--- src/rtl/m_access_fsm.sv ---
// m_access_fsm
// Memory-side consumer of the directory-to-memory access register. Decodes a
// held request flit, runs a LINE_WORDS-beat line read or write against a
// single-port memory, builds the reply flit for the memory-to-directory path
// and pulses mem_done_access once the reply has been accepted.
//
// Ports
//   clk, rst            clock, synchronous active-high reset
//   d_m_areg_flits      held request flit {cmd, src, tag, addr, line}
//   v_d_m_areg_flits    request valid (level, held until mem_done_access)
//   mem_done_access     one-cycle pulse, request consumed
//   mem_req/mem_we      beat request / write beat
//   mem_addr/mem_wdata  beat byte address / write word
//   mem_ready           beat accepted when mem_req && mem_ready
//   mem_rdata/rvalid    read word, valid one cycle after an accepted read beat
//   m_d_flits/v_m_d_flits  reply flit and its valid
//   m_d_ack             reply accepted when v_m_d_flits && m_d_ack
//   m_busy              FSM is not idle
//
// state | meaning
// ------+------------------------------------------------------------
// IDLE  | waiting for a request; latches src/tag/addr on valid
// WR    | issuing write beats, one word per accepted beat
// RD    | issuing read beats, collecting rvalid words into the reply
// RESP  | reply flit valid, waiting for m_d_ack
// DONE  | one-cycle mem_done_access pulse back to the request register

module m_access_fsm #(
  parameter int WORD_W     = 32,
  parameter int LINE_WORDS = 4,
  parameter int FLIT_W     = 176
) (
  input  logic              clk,
  input  logic              rst,
  input  logic [FLIT_W-1:0] d_m_areg_flits,
  input  logic              v_d_m_areg_flits,
  output logic              mem_done_access,
  output logic              mem_req,
  output logic              mem_we,
  output logic [31:0]       mem_addr,
  output logic [WORD_W-1:0] mem_wdata,
  input  logic              mem_ready,
  input  logic [WORD_W-1:0] mem_rdata,
  input  logic              mem_rvalid,
  output logic [FLIT_W-1:0] m_d_flits,
  output logic              v_m_d_flits,
  input  logic              m_d_ack,
  output logic              m_busy
);

  localparam int LINE_W     = WORD_W * LINE_WORDS;
  localparam int BEAT_W     = (LINE_WORDS > 1) ? $clog2(LINE_WORDS) : 1;
  localparam int WORD_BYTES = WORD_W / 8;
  localparam int OFF_W      = $clog2(LINE_WORDS * WORD_BYTES);

  localparam logic [BEAT_W-1:0] LAST_BEAT = BEAT_W'(LINE_WORDS - 1);

  localparam logic [3:0] CMD_RD  = 4'b0001;
  localparam logic [3:0] CMD_WR  = 4'b0010;
  localparam logic [3:0] REP_RD  = 4'b1001;
  localparam logic [3:0] REP_WR  = 4'b1010;
  localparam logic [3:0] REP_ERR = 4'b1111;

  typedef enum logic [2:0] {
    S_IDLE,
    S_WR,
    S_RD,
    S_RESP,
    S_DONE
  } state_t;

  state_t state, state_nx;

  // request flit fields
  logic [3:0]        in_cmd;
  logic [3:0]        in_src;
  logic [7:0]        in_tag;
  logic [31:0]       in_addr;
  logic [LINE_W-1:0] in_line;

  assign in_cmd  = d_m_areg_flits[FLIT_W-1  -: 4];
  assign in_src  = d_m_areg_flits[FLIT_W-5  -: 4];
  assign in_tag  = d_m_areg_flits[FLIT_W-9  -: 8];
  assign in_addr = d_m_areg_flits[FLIT_W-17 -: 32];
  assign in_line = d_m_areg_flits[LINE_W-1:0];

  logic [WORD_W-1:0] wr_words [LINE_WORDS];

  always_comb begin
    for (int i = 0; i < LINE_WORDS; i++) begin
      wr_words[i] = in_line[i*WORD_W +: WORD_W];
    end
  end

  // beat / receive bookkeeping
  logic [BEAT_W-1:0] beat;
  logic [BEAT_W-1:0] rcnt;
  logic              rd_issued;   // all read beats accepted, waiting on rvalid only

  // reply register
  logic [3:0]        rep_cmd;
  logic [3:0]        rep_src;
  logic [7:0]        rep_tag;
  logic [31:0]       rep_addr;
  logic [WORD_W-1:0] rep_words [LINE_WORDS];
  logic [LINE_W-1:0] rep_data;

  always_comb begin
    rep_data = '0;
    for (int i = 0; i < LINE_WORDS; i++) begin
      rep_data[i*WORD_W +: WORD_W] = rep_words[i];
    end
  end

  assign m_d_flits = {rep_cmd, rep_src, rep_tag, rep_addr, rep_data};

  // Beat address is taken from the latched address, line-aligned; the
  // request's low offset bits only travel back in the reply.
  logic [31:0] line_base;
  logic [31:0] beat_addr;

  assign line_base = {rep_addr[31:OFF_W], {OFF_W{1'b0}}};
  assign beat_addr = line_base + (32'(beat) * 32'(WORD_BYTES));

  assign m_busy = (state != S_IDLE);

  always_ff @(posedge clk) begin
    if (rst) begin
      state <= S_IDLE;
    end else begin
      state <= state_nx;
    end
  end

  always_ff @(posedge clk) begin
    if (rst) begin
      beat      <= '0;
      rcnt      <= '0;
      rd_issued <= 1'b0;
      rep_cmd   <= '0;
      rep_src   <= '0;
      rep_tag   <= '0;
      rep_addr  <= '0;
      for (int i = 0; i < LINE_WORDS; i++) begin
        rep_words[i] <= '0;
      end
    end else begin
      case (state)
        S_IDLE: begin
          beat      <= '0;
          rcnt      <= '0;
          rd_issued <= 1'b0;
          if (v_d_m_areg_flits) begin
            rep_src  <= in_src;
            rep_tag  <= in_tag;
            rep_addr <= in_addr;
            // Final reply command is known at decode; only read data is
            // filled in later, so the flit is complete on entry to RESP.
            case (in_cmd)
              CMD_RD:  rep_cmd <= REP_RD;
              CMD_WR:  rep_cmd <= REP_WR;
              default: rep_cmd <= REP_ERR;
            endcase
            for (int i = 0; i < LINE_WORDS; i++) begin
              rep_words[i] <= '0;
            end
          end
        end
        S_WR: begin
          if (mem_ready) begin
            beat <= beat + 1'b1;
          end
        end
        S_RD: begin
          if (mem_req && mem_ready) begin
            beat <= beat + 1'b1;
            if (beat == LAST_BEAT) begin
              rd_issued <= 1'b1;
            end
          end
          if (mem_rvalid) begin
            rep_words[rcnt] <= mem_rdata;
            rcnt            <= rcnt + 1'b1;
          end
        end
        default: ;
      endcase
    end
  end

  always_comb begin
    state_nx        = state;
    mem_req         = 1'b0;
    mem_we          = 1'b0;
    mem_addr        = '0;
    mem_wdata       = '0;
    v_m_d_flits     = 1'b0;
    mem_done_access = 1'b0;

    case (state)
      S_IDLE: begin
        if (v_d_m_areg_flits) begin
          case (in_cmd)
            CMD_RD:  state_nx = S_RD;
            CMD_WR:  state_nx = S_WR;
            default: state_nx = S_RESP;
          endcase
        end
      end
      S_WR: begin
        mem_req   = 1'b1;
        mem_we    = 1'b1;
        mem_addr  = beat_addr;
        mem_wdata = wr_words[beat];
        if (mem_ready && (beat == LAST_BEAT)) begin
          state_nx = S_RESP;
        end
      end
      S_RD: begin
        if (!rd_issued) begin
          mem_req  = 1'b1;
          mem_addr = beat_addr;
        end
        if (mem_rvalid && (rcnt == LAST_BEAT)) begin
          state_nx = S_RESP;
        end
      end
      S_RESP: begin
        v_m_d_flits = 1'b1;
        if (m_d_ack) begin
          state_nx = S_DONE;
        end
      end
      S_DONE: begin
        mem_done_access = 1'b1;
        state_nx        = S_IDLE;
      end
      default: state_nx = S_IDLE;
    endcase
  end

endmodule

--- config.mk ---
export PLATFORM = sky130hd
export DESIGN_NAME = m_access_fsm
export DESIGN_NICKNAME = d
export VERILOG_FILES = /design/src/rtl/m_access_fsm.sv
export SDC_FILE = /design/constraint.sdc
export NUM_CORES = 1
export LEC_CHECK = 0
export CAP_MARGIN = 10
export CELL_PAD_IN_SITES_DETAIL_PLACEMENT = 1
export CELL_PAD_IN_SITES_GLOBAL_PLACEMENT = 1
export CORE_UTILIZATION = 26
export DETAILED_ROUTE_END_ITERATION = 12
export MAX_ROUTING_LAYER = met4
export PLACE_DENSITY_LB_ADDON = 0.1
export SYNTH_ARGS = -nofsm -noshare
export SYNTH_HDL_FRONTEND = slang
export SYNTH_SLANG_ARGS = --single-unit
--- constraint.sdc ---
create_clock -name clk -period 2 [get_ports clk]
set_clock_uncertainty 0.15 [all_clocks]
set_input_delay 0.3 -clock clk [delete_from_list [all_inputs] [get_ports clk]]
set_output_delay 0.3 -clock clk [all_outputs]
set_load 0.01 [all_outputs]
==> reports/qor.txt, run 1 <==
Place WS - -0.358 ns
Final slew viol count - 0
Critical path class - flop to output port
Avg Synthesized Cell Area - 13.8 µm²
Post-DP HPWL - 23.1 mm
Worst setup EP type - output port
Drt drc - 0
Post-CTS Hold Buffers - 0
LEAKAGE - 6.49 nW
CTS max path bufs - 2
Tot GR Track Use - 21.7%
TritonRoute pass-1 iters - 4
Synth Register Bits - 184
Port bufs - 456
Fillers - 3088
Clock insertion delay at the later pin of the skew report - 0.42 ns
WL met3 - 2.92 mm
Power Total - 13.2 mW
Metal2 WL - 17.9 mm
# rows - 64
Final-stage net count - 1336
Highest metal used - met4
FF/Latch Area - 0.00498 mm²
CTS H-tree depth - 4
Io pins - 459
Drt wl/cell - 23.0 µm
Crit path cell chain - buf_12 -> buf_16 -> buf_12 -> mux4_2 -> and3_4 -> buf_6
Worst path arrival time - 1.93 ns
Largest net degree at the start of global routing - 45
Dpl cell area - 0.0133 mm²
TritonCTS buffer count - 17
Worst VDD drop - 0.434 mV
GRT Residual Overflow - 0
Final Hold Viols - 0
Count of max-cap constraint violations - 0
Fin crit share - 119%
CTS tree - done
Startpoint Class - flop
R2R cell count - 11
Post-Synthesis Cells - 588
Unrepaired setup endpoints after global routing - true
Critical path's most frequent cell - buf_12
Dominant cell type by area after synthesis - edfxtp_1
Fmax - 421 MHz
CTS root buffer - clkbuf_16
Multi-input gate area in the final layout - 0.00307 mm²
CP peak stage delay - 0.48 ns
Die area - 0.0320 mm²
Area contributors post-synth - edfxtp_1 (47%), dfxtp_1 (14%), and3_1 (13%)
Gpl congestion - 0.809
Routed WL - 35.0 mm
P&R area growth vs syn - 90.2%
Placed insts - 1426
Synth cell types - 38
First-pass GRT wire length - 48.8 mm
Non-filler cells, final - 1527
Initial antenna violation count - 0
Synth Warn # - 0
Slowest CP cell - mux4_2
Post-Route M1 WL - 13.7 mm
Vias - 7236
Clk sinks - 184
Die W - 179 µm
Post-synth top area share - 47.3%
Layout cells sized above 1 - 29.0%
Worst Setup Slack, final - -0.376 ns
Setup_tns - -35.05 ns
Final Core Density - 50.4%
Hold depth - 2
Status - finished with violations
Post-layout minimum cycle time - 2.38 ns
Crit path max fanout - 6
Finished layout cell area - 0.0155 mm²
Seq/Total Area, Yosys - 61.1%
Violated checks - negative setup slack
Post-route ant nets - 0
Core area - 0.0307 mm²
CTS clk-pin slew, worst paths - 0.08 ns
Vias per cell - 4.74
Synth Cell Area - 0.00813 mm²
P per Cell Area - 857 mW/mm²
Die H - 179 µm
Critical path required time - 1.55 ns
Initial Utilization - 26.5%
Worst min path class - input port to flop
1st-iter DRT viols - 376
Setup-failing EPs final - 205
Final hold slack - 0.303 ns
Vias in the first global route - 7681
-- where the power goes --
part           internal, mW  switching (mW)  total [mW]
clock                  1.80            1.70        3.50
sequential             4.56           0.203        4.77
combinational          2.96            2.01        4.98
total                  9.33            3.92        13.2
-- per-layer routing --
| layer | vias up | global-route usage (%) |
|---|---|---|
| met5 | - | - |
| met4 | 0 | 5.08 |
| met3 | 24 | 6.85 |
| met2 | 287 | 36.8 |
| met1 | 3601 | 24.7 |
| li1 | 3324 | - |
-- repair_timing --
action	CTS	global route
pin swaps	38	61
cloned	17	13
resized for setup	444	63
setup buffers	31	21
endpoints found under the setup margin	229	329
-- final timing paths --
check	slack, ns	startpoint	endpoint
min reg2reg	0.32	rep_cmd[2]	rep_cmd[2]
max	-0.38	beat[0]	mem_wdata[17]
min	0.30	d_m_areg_flits[135]	rep_addr[7]
max reg2reg	-0.21	state[1]	rep_words[2][0]
-- placed cells by master, fill, tap and decap left out, types with 3 or more instances in the layout --
| cell | n |
|---|---|
| clkdlybuf4s50_1 | 389 |
| and3_1 | 141 |
| edfxtp_1 | 128 |
| buf_6 | 70 |
| dfxtp_1 | 51 |
| a22o_1 | 44 |
| buf_4 | 41 |
| mux4_2 | 32 |
| and2_4 | 29 |
| clkbuf_16 | 28 |
| buf_12 | 23 |
| and3_4 | 21 |
| buf_2 | 16 |
| buf_16 | 13 |
| buf_8 | 8 |
| o21ai_0 | 6 |
| inv_1 | 5 |
| nand2_1 | 5 |
| a21oi_1 | 5 |
| a21bo_4 | 4 |
| nor2_1 | 4 |
| ha_1 | 4 |
| inv_6 | 4 |
| nor2_4 | 3 |
| nand2_4 | 3 |
| nand3_1 | 3 |
| dfxtp_4 | 3 |
| inv_8 | 3 |
-- layout make-up --
class,instances,area share (%)
antenna,1,0.0162
multi-input combinational,335,19.9
clock buffer,17,2.75
inverter,8,0.210
timing repair buffer,571,40.6
clock inverter,15,1.13
tap,396,3.20
sequential,184,32.2
-- Yosys cell counts, drive strengths merged --
cell type and number:
o21ai 7, nand3 3, a21o 1, and3 163, nand2b 1, nor3 3
dfxtp 56, o31ai 1, mux4 32, a21oi 6, conb 1, a32o 2
a22o 44, a31oi 3, clkbuf 28, nor2b 2, and4b 1, nand2 10
inv 8, nor3b 1, nor2 8, ha 5, nor4b 2, edfxtp 128
a211oi 1, buf 34, a21bo 4, or2 1, o2111ai 1, a311oi 1
nand4 1, and2 29
-- critical path: cells and delay by family (launching register included) --
kind | cells | cell delay (ns)
DFF | 1 | 0.38
and+or+nand+nor | 1 | 0.18
muxes | 1 | 0.48
buffers and inverters | 4 | 0.46
-- logic make-up after synthesis --
group                      Yosys count  synth area share (%)
DFF                                184                  61.1
and+or+nand+nor                    225                  16.8
AOI/OAI and AO/OA                   71                  7.19
muxes                               32                  8.86
buffers and inverters               70                  5.26
other                                1                0.0461
adders and majority gates            5                 0.769
-- registers in the layout (all words and copies together), names as in the netlist --
name	cells
beat	2
rcnt	2
rd_issued	1
rep_addr	32
rep_cmd	4
rep_src	4
rep_tag	8
rep_words	128
state	3
Power figures use the tool's default switching activity.
==> run 2, diff against run 1 <==
CORE_AREA = 2 2 178 180   (was default)
CORE_UTILIZATION = default   (was 26)
DIE_AREA = 0 0 180 182   (was default)
HOLD_SLACK_MARGIN = 0.05   (was default)
clock period = 2.85 ns   (was 2 ns; I/O delays follow)
==> reports/qor.txt, run 2 (synthesized netlist as in run 1, its figures left out) <==
Status - completed
Final-stage net count - 1264 (-5.4%)
CP peak stage delay - 0.50 ns (+0.02 ns)
Final Hold Viols - 0 (unchanged)
Worst VDD drop - 0.386 mV (-11%)
Clock insertion delay at the later pin of the skew report - 0.43 ns (about the same)
Clock share of power - 28.2% (+1.7 points)
Slew @ Worst Pin - 0.755 ns
CTS clk-pin slew, worst paths - 0.07 ns (about the same)
CTS max path bufs - 2 (unchanged)
Clk sinks - 184 (unchanged)
Post-CTS Hold Buffers - 0 (unchanged)
Vias per cell - 4.65 (-1.8%)
Dpl cell area - 0.0131 mm² (-1.9%)
Post-layout minimum cycle time - 2.76 ns
TritonCTS buffer count - 17 (unchanged)
Largest Register - rep_words
# rows - 65 (+1.6%)
Drt wl/cell - 21.7 µm (-5.6%)
Crit path max fanout - 10 (+4)
Vias in the first global route - 7188 (-6.4%)
Die area - 0.0328 mm² (+2.4%)
Buf/Inv on CP - 2 (-2)
Worst path arrival time - 2.18 ns (+0.25 ns)
Slowest CP cell - clkdlybuf4s50_1
Post-DP HPWL - 22.8 mm (-1.2%)
Startpoint Class - flop
CTS root buffer - clkbuf_16
Max reg flops - 128 (unchanged)
Seq pwr share - 40.8% (+4.8 points)
Finished layout cell area - 0.0139 mm² (-10%)
1st-iter DRT viols - 299 (-20%)
Initial antenna violation count - 0 (unchanged)
Drt drc - 0 (unchanged)
Vias - 6791 (-6.1%)
Initial Utilization - 26.2% (-0.27 points)
Fmax - 362 MHz
Int Pwr - 5.88 mW (-37%)
Commonest non-fill, non-tap cell in the layout - clkdlybuf4s50_1
Critical path's top delay family - buffers and inverters
Commonest cells after routing, fill and taps aside - clkdlybuf4s50_1 (419), and3_1 (162), edfxtp_1 (128)
Io pins - 459 (unchanged)
Slew margin rel. - 49.7%
Fin crit share - 96.9%
Routed WL - 31.6 mm (-9.8%)
Critical path class - flop to output port
Switching Fraction - 28.0% (-1.6 points)
First-pass GRT wire length - 46.0 mm (-5.7%)
Gpl congestion - 0.812 (+0.40%)
Inserted Diodes - 0 (-1)
CTS H-tree depth - 4 (unchanged)
GRT Residual Overflow - 0 (unchanged)
Power Total - 8.17 mW (-38%)
Die H - 182 µm (+1.8%)
Core area - 0.0310 mm² (+1.0%)
P&R area growth vs syn - 70.9%
Crit path cell chain - buf_12 -> mux4_2 -> and3_1 -> clkdlybuf4s50_1
LEAKAGE - 6.18 nW (-4.7%)
Layout cells sized above 1 - 11.0% (-18 points)
Die W - 180 µm (+0.65%)
Setup-failing EPs final - 0 (-100%)
Final hold slack - 0.314 ns (+0.0108 ns)
Largest regs - rep_words x128, rep_addr x32, rep_tag x8
Worst setup EP type - output port
P per Cell Area - 588 mW/mm² (-31%)
Tot GR Track Use - 19.2% (-2.5 points)
CTS tree - done
P_sw - 2.29 mW (-42%)
Largest net degree at the start of global routing - 92 (+100%)
Comb power frac - 30.9% (-6.7 points)
Critical path required time - 2.27 ns (+0.72 ns)
TritonRoute pass-1 iters - 5 (+1)
Port bufs - 456 (unchanged)
Worst min path class - flop to flop
Post-route ant nets - 0 (unchanged)
Final slew viol count - 0 (unchanged)
Count of max-cap constraint violations - 0 (unchanged)
-- run 2: tightest hold or removal path: cells and delay by family, from the launching register on --
kind / cells / cell delay, ns
AOI/OAI and AO/OA: 1 / 0.06
and+or+nand+nor: 1 / 0.05
DFF: 1 / 0.33
-- run 2: metrics by stage --
| stage | setup WS, ns | TNS (ns) | utilization (%) | cells |
|---|---|---|---|---|
| after global placement | 0.198 | 0 | 42.2 | 1409 |
| after floorplan | 0.785 | 0 | - | 589 |
| after CTS | -0.0224 | -0.0224 | 44.0 | 1441 |
| after detailed placement | 0.189 | 0 | 42.2 | 1409 |
| final | 0.0884 | 0 | 44.9 | 1459 |
| after global routing | -0.00614 | -0.0148 | 44.9 | 1459 |
-- run 2: power groups by stage --
stage          clock (mW)  sequential, mW  combinational (mW)
4_1_cts              2.39            3.34                2.43
5_1_grt              2.49            3.37                2.69
6_report             2.30            3.33                2.53
2_1_floorplan           0            3.53               0.796
3_3_place_gp            0            3.38                2.42
3_5_place_dp            0            3.39                2.42
-- run 2: path summary, 6_finish.rpt --
check        startpoint         endpoint  slack (ns)  cells past startpoint
min          rep_cmd[0]       rep_cmd[0]        0.31                      2
min reg2reg  rep_cmd[0]       rep_cmd[0]        0.31                      2
max             beat[0]    mem_wdata[17]        0.09                      4
max reg2reg    state[0]  rep_words[3][7]        0.54                      5
-- run 2: routing by layer --
metal / routed length (µm) / vias to the layer above / global-route usage, %
li1: - / 3153 / -
met1: 13200 / 3330 / 23.1
met2: 15700 / 285 / 32.0
met3: 2310 / 23 / 5.72
met4: 386 / 0 / 4.00
met5: 0 / - / -
-- run 2: final cells by class --
type,instances,area (µm²)
Sequential cell,184,4970
Tap cell,402,503
Multi-Input combinational cell,335,2760
Clock buffer,23,512
Fill cell,3264,17100
Timing Repair Buffer,499,5070
Clock inverter,8,56.3
Inverter,8,30.0
-- run 2: repair_timing --
action                     4_1_cts  5_1_grt
pin swaps                        1        1
setup endpoints to repair       31       54
gates cloned                     0        3
resized for setup                9       33
setup buffers                    1       15
